--- src/rtl/spi_rom_fetch.sv ---
// spi_rom_fetch: SPI mode-0 master that fetches program bytes from a
// 23LC512-class serial SRAM used as ROM.  Takes a 16-bit fetch address,
// returns one byte with a one-cycle ready pulse.  Sequential fetches
// (addr == previous + 1, 16-bit wrap) stream the next byte with CS held
// low and skip the command/address phase.
//
// Parameters:
//   CLK_DIV  - SCLK half-period in clk cycles (1..255)
//   CMD_READ - SPI read opcode
//   BURST_EN - 1: hold CS between fetches and allow streaming
//              0: every fetch is a full transaction
//
// Ports:
//   clk    in   system clock, all logic on posedge
//   rst_n  in   synchronous active-low reset
//   req    in   fetch request, sampled only while busy = 0
//   addr   in   fetch address, captured on the accepting edge
//   data   out  fetched byte, held until the next ready
//   ready  out  one-cycle pulse: data valid
//   busy   out  high from the accepting edge through the ready cycle
//   sclk   out  SPI clock, idles low
//   cs_n   out  SPI chip select, active low
//   mosi   out  SPI data out, MSB first
//   miso   in   SPI data in
module spi_rom_fetch #(
  parameter int unsigned CLK_DIV  = 1,
  parameter logic [7:0]  CMD_READ = 8'h03,
  parameter logic        BURST_EN = 1'b1
) (
  input  logic        clk,
  input  logic        rst_n,
  input  logic        req,
  input  logic [15:0] addr,
  output logic [7:0]  data,
  output logic        ready,
  output logic        busy,
  output logic        sclk,
  output logic        cs_n,
  output logic        mosi,
  input  logic        miso
);

  localparam logic [2:0] S_IDLE  = 3'd0;
  localparam logic [2:0] S_SETUP = 3'd1;
  localparam logic [2:0] S_CMD   = 3'd2;
  localparam logic [2:0] S_ADDR  = 3'd3;
  localparam logic [2:0] S_DATA  = 3'd4;
  localparam logic [2:0] S_DONE  = 3'd5;
  localparam logic [2:0] S_HOLD  = 3'd6;
  localparam logic [2:0] S_END   = 3'd7;

  localparam logic [7:0] DIV_LAST = 8'(CLK_DIV - 1);

  logic [2:0]  state;
  logic [7:0]  div;
  logic [4:0]  bitcnt;      // 0..7 command, 8..23 address, 24..31 data
  logic        sclk_i;
  logic        mosi_i;
  logic        sel;         // internal chip-select, active high
  logic [22:0] tx;          // outgoing bits still to be presented on mosi
  logic [7:0]  rx;
  logic [15:0] fetch_addr;
  logic        fetch_valid;
  logic        pending;     // a new fetch was accepted while CS is being released

  logic        div_done;
  logic        can_accept;
  logic        seq_hit;
  logic        sample;
  logic [7:0]  rx_next;
  logic [15:0] load_addr;

  // The SPI pins, ready and data are registered copies of the internal
  // sequencer one cycle later; busy is driven directly so it rises on the
  // accepting edge.  miso is therefore sampled when the pin-level sclk
  // is high and the internal sclk has already dropped, which is the edge
  // that ends the visible high phase.
  always_comb begin
    div_done   = (div == DIV_LAST);
    can_accept = req && !busy &&
                 (state == S_IDLE || state == S_HOLD || state == S_END);
    seq_hit    = fetch_valid && (addr == fetch_addr + 16'd1);
    sample     = sclk && !sclk_i && (state == S_DATA || state == S_DONE);
    rx_next    = {rx[6:0], miso};
    load_addr  = can_accept ? addr : fetch_addr;
  end

  always_ff @(posedge clk) begin
    if (!rst_n) begin
      state       <= S_IDLE;
      div         <= '0;
      bitcnt      <= '0;
      sclk_i      <= 1'b0;
      mosi_i      <= 1'b0;
      sel         <= 1'b0;
      tx          <= '0;
      rx          <= '0;
      fetch_addr  <= '0;
      fetch_valid <= 1'b0;
      pending     <= 1'b0;
      data        <= '0;
      ready       <= 1'b0;
      busy        <= 1'b0;
      sclk        <= 1'b0;
      cs_n        <= 1'b1;
      mosi        <= 1'b0;
    end else begin
      cs_n  <= ~sel;
      sclk  <= sclk_i;
      mosi  <= mosi_i;
      ready <= (state == S_DONE);

      if (state == S_DONE) begin
        // with CLK_DIV = 1 the last data bit is sampled on this same edge
        data <= sample ? rx_next : rx;
      end
      if (sample) begin
        rx <= rx_next;
      end

      if (ready) begin
        busy <= 1'b0;
      end
      if (can_accept) begin
        busy        <= 1'b1;
        fetch_addr  <= addr;
        fetch_valid <= 1'b1;
      end

      case (state)
        S_IDLE: begin
          if (can_accept) begin
            state  <= S_SETUP;
            sel    <= 1'b1;
            div    <= '0;
            mosi_i <= CMD_READ[7];
            tx     <= {CMD_READ[6:0], addr};
          end
        end

        S_SETUP: begin
          if (div_done) begin
            state  <= S_CMD;
            div    <= '0;
            sclk_i <= 1'b1;
            bitcnt <= '0;
          end else begin
            div <= div + 8'd1;
          end
        end

        S_CMD, S_ADDR, S_DATA: begin
          if (!div_done) begin
            div <= div + 8'd1;
          end else begin
            div <= '0;
            if (sclk_i) begin
              // falling edge: present the next outgoing bit
              sclk_i <= 1'b0;
              mosi_i <= tx[22];
              tx     <= {tx[21:0], 1'b0};
            end else begin
              bitcnt <= bitcnt + 5'd1;
              if (bitcnt == 5'd31) begin
                state <= S_DONE;
              end else begin
                sclk_i <= 1'b1;
                if (bitcnt == 5'd7) begin
                  state <= S_ADDR;
                end else if (bitcnt == 5'd23) begin
                  state <= S_DATA;
                end
              end
            end
          end
        end

        S_DONE: begin
          div <= '0;
          if (BURST_EN) begin
            state <= S_HOLD;
          end else begin
            state <= S_END;
            sel   <= 1'b0;
          end
        end

        S_HOLD: begin
          if (can_accept) begin
            div <= '0;
            if (seq_hit) begin
              // device auto-increments: clock out the next byte directly
              state  <= S_DATA;
              sclk_i <= 1'b1;
              bitcnt <= 5'd24;
            end else begin
              state   <= S_END;
              sel     <= 1'b0;
              pending <= 1'b1;
            end
          end
        end

        S_END: begin
          if (can_accept) begin
            pending <= 1'b1;
          end
          if (div_done) begin
            div <= '0;
            if (pending || can_accept) begin
              state   <= S_SETUP;
              sel     <= 1'b1;
              pending <= 1'b0;
              mosi_i  <= CMD_READ[7];
              tx      <= {CMD_READ[6:0], load_addr};
            end else begin
              state <= S_IDLE;
            end
          end else begin
            div <= div + 8'd1;
          end
        end

        default: state <= S_IDLE;
      endcase
    end
  end

endmodule

--- config.mk ---
export PLATFORM = sky130hd
export DESIGN_NAME = spi_rom_fetch
export DESIGN_NICKNAME = d
export VERILOG_FILES = /design/src/rtl/spi_rom_fetch.sv
export SDC_FILE = /design/constraint.sdc
export NUM_CORES = 1
export LEC_CHECK = 0
export ABC_AREA = 1
export CORE_ASPECT_RATIO = 0.6
export CORE_MARGIN = 4
export CORE_UTILIZATION = 45
export CTS_CLUSTER_SIZE = 40
export DETAILED_ROUTE_END_ITERATION = 8
export PLACE_DENSITY = 0.66
export SYNTH_ARGS = -nofsm -noshare
export SYNTH_HDL_FRONTEND = slang
export SYNTH_SLANG_ARGS = --single-unit
--- constraint.sdc ---
create_clock -name clk -period 2.1 [get_ports clk]
set_input_delay 0.42 -clock clk [delete_from_list [all_inputs] [get_ports clk]]
set_output_delay 0.42 -clock clk [all_outputs]
set_load 0.02 [all_outputs]
==> impl_metrics.tcl <==
set metrics [dict create \
    grt_max_degree 46 \
    via_per_inst 5.12 \
    finalCritPeriodShare_pct 98.9 \
    nFillCells 879 \
    worstPathMaxFanout 8 \
    maxSlewHeadroom_pct 65.3 \
    syn_area_um2 4340 \
    vdd_drop_max_mv 0.779 \
    start_util_pct 46.7 \
    antennaDiodeCount 0 \
    start_kind "flop" \
    cp-end-kind "flop" \
    placed_cells 841 \
    grt_setup_unrepaired "yes" \
    hold_class "flop to flop" \
    setup_ws_ns 0.0225 \
    fmaxAchievable_mhz 481 \
    regArea_um2 1630 \
    coreArea_um2 9290 \
    io_buffers 32 \
    grt_antenna_before_repair 0 \
    yosys_register_bits 81 \
    crit_start "fetch_addr[1]" \
    setup_viol_count_final 0 \
    wirelength_um 11500 \
    worst_pin_slew_ns 0.520 \
    yosysUniqueCellTypes 39 \
    std_cell_rows 27 \
    critPathSlowestCell "dfxtp_2" \
    post-route-drc-count 0 \
    drive_gt1_share_pct 16.1 \
    min_period_ns 2.08 \
    cp.arrival_ns 2.35 \
    die_h_um 84.1 \
    grt_use_total_pct 19.8 \
    finalMaxSlewViolations 0 \
    wl_per_cell_um 13.3 \
    r2r-start "fetch_addr[1]" \
    syn_avg_cell_area_um2 6.57 \
    place_ws_ns -0.168 \
    first_pass_iters 5 \
    finalWeightedCongestion 0.931 \
    multi_input_area_um2 2360 \
    layout.cells.non_filler 863 \
    boundaryPins 33 \
    clkSinkCount 81 \
    synth_edf_count 0 \
    die_area_um2 11300 \
    cts_buffer_depth 2 \
    cts_tree "yes" \
    h-tree-depth 3 \
    dp_hpwl_um 8140 \
    gr-total-overflow 0 \
    cts_buffers 9 \
    finalPower_mw 6.70 \
    die_w_um 135 \
    fin_worst_skew_ns 0.0117 \
    leakagePower_nw 2.38 \
    area_delta_synth_final_pct 26.8 \
    critPathBufInv 1 \
    hp-start "sel" \
    crit_chain "ha_4 -> nand2_1 -> nor2_4 -> buf_6 -> nand4_1 -> nand2_1 -> nand3_2 -> nor2_2 -> nand3_2 -> nand2_4 -> nand3_4 -> nand2_2 -> nand2_2 -> nor2_2" \
    clk_transition_reported_paths_ns 0.06 \
    insertion_delay_ns 0.34 \
    powerDensity_nw_per_um2 1220 \
    syn-num-nets 685 \
    ys_seq_area_share_pct 37.4 \
    cap_violations 0 \
    first_global_vias 3847 \
    finalSetupTns_ns 0 \
    nets 753 \
    critical-path-top-delay-family "simple AND/OR/NAND/NOR gates" \
    cp.required_ns 2.37 \
    grt_pass1_wl_um 18100 \
    synth_async_sr_flop_share_pct 0 \
    max_stage_delay_ns 0.35 \
    hold_viol 0 \
    via_count 4415 \
    outcome "completed" \
    path_class "flop to flop" \
    synthCells 660 \
    first_iter_violations 408 \
    postRouteAntennaNets 0 \
    synthFlopType "dfxtp_1" \
    clock-root-buffer "clkbuf_16" \
    synth_warnings 0 \
]
## final timing paths
check	end	cells past startpoint	slack [ns]
worst max-delay path	bitcnt[1]	14	0.02
worst min-delay path	cs_n	1	0.40
worst max register to register	bitcnt[1]	14	0.02
worst min register to register	cs_n	1	0.40
## final cells by class
type | count | share of cell area (%)
clock buffer | 9 | 4.09
clock inverter | 7 | 0.955
inverter | 94 | 6.46
multi-input combinational | 463 | 42.9
sequential | 81 | 29.6
tap | 130 | 2.96
timing repair buffer | 79 | 13.1
## flip-flops by register name, summed over array words and instances, names as in the netlist, 3 cells and up
| signal | flops |
|---|---|
| fetch_addr | 16 |
| bitcnt | 5 |
| tx | 23 |
| rx | 8 |
| state | 3 |
| data | 8 |
| div | 8 |
## timing repair
action | 4_1_cts | 5_1_grt
hold buffers | 0 | 0
gates resized for setup | 6 | 29
pin swaps | 2 | 15
endpoints found under the hold margin | 0 | 0
endpoints found under the setup margin | 5 | 28
buffers inserted | 0 | 6
## placed cells by master (no fill, tap or decap), types with 2 or more instances in the layout
| cell type | instances |
|---|---|
| nor3b_1 | 2 |
| nand2_1 | 151 |
| nand3b_1 | 2 |
| a31oi_1 | 2 |
| buf_4 | 42 |
| buf_12 | 3 |
| ha_1 | 4 |
| nor3_1 | 11 |
| xor2_1 | 5 |
| clkinv_2 | 2 |
| dfxtp_2 | 4 |
| mux2i_1 | 2 |
| inv_6 | 3 |
| o22ai_1 | 2 |
| nor2_4 | 7 |
| xnor2_1 | 5 |
| inv_2 | 9 |
| clkdlybuf4s50_1 | 32 |
| nand4_1 | 9 |
| a21oi_1 | 26 |
| dfxtp_1 | 77 |
| o21ai_1 | 4 |
| nand3_4 | 2 |
| o211ai_1 | 8 |
| o21ai_0 | 46 |
| nand2_2 | 12 |
| nor2_1 | 102 |
| nor2_2 | 12 |
| o221ai_1 | 11 |
| inv_1 | 84 |
| nand3_2 | 5 |
| nand3_1 | 23 |
| buf_6 | 2 |
| clkbuf_16 | 9 |
## kinds of logic (layout without fill, tap and decap cells)
| logic type | count (synthesis) | count (layout) | share of synthesized area [%] |
|---|---|---|---|
| simple gates | 340 | 340 | 33.4 |
| buf+inv | 116 | 189 | 10.5 |
| compound gates | 105 | 105 | 14.2 |
| flops | 81 | 81 | 37.4 |
| xor+xnor | 11 | 11 | 2.54 |
| fa+ha+maj | 5 | 5 | 1.44 |
| mux | 2 | 2 | 0.461 |
## per-layer routing
layer / part of all wire [%] / GRT usage (%) / vias up
met3: 9.0 / 6.57 / 14
met5: 0 / 0 / -
met4: 0.94 / 4.99 / 0
li1: - / - / 2258
met1: 50 / 29.4 / 1983
met2: 40 / 27.3 / 160
## where the power goes
group	total, mW	switching (mW)	internal, mW	leakage, nW
Combinational	3.11	1.90	1.22	1.58
Sequential	2.11	0.246	1.87	0.664
Clock	1.47	0.660	0.810	0.137
## through the flow
stage | utilization, % | cell area, um2 | hold slack (ns)
final | 59.2 | 5500 | 0.399
after global routing | 59.2 | 5500 | 0.407
after CTS | 57.7 | 5360 | 0.397
after detailed placement | 54.5 | 5060 | 0.382
after global placement | 54.5 | 5060 | 0.372
after floorplan | - | 4340 | 0.363
## cell usage after synthesis (2+ instances only)
master,n,area share (%)
nor2_4,2,0.52
mux2i_1,2,0.46
nor2_2,11,1.6
a31oi_1,2,0.29
dfxtp_1,81,37
buf_2,8,0.92
o221ai_1,11,2.2
xnor2_1,5,1.0
nor3_1,11,1.3
inv_1,85,7.4
nand3b_1,2,0.35
o22ai_1,2,0.29
o211ai_1,8,1.4
xor2_1,5,1.0
nand4_1,9,1.3
nand3_1,28,3.2
clkbuf_1,11,0.95
o21ai_0,46,5.3
inv_2,8,0.69
o21ai_1,4,0.46
nor3b_1,2,0.35
nand2_1,157,14
ha_1,5,1.4
nor2_1,108,9.3
buf_4,3,0.52
nand2_2,6,0.87
a21oi_1,26,3.0
Note: power is estimated with default switching activity, not from simulation.
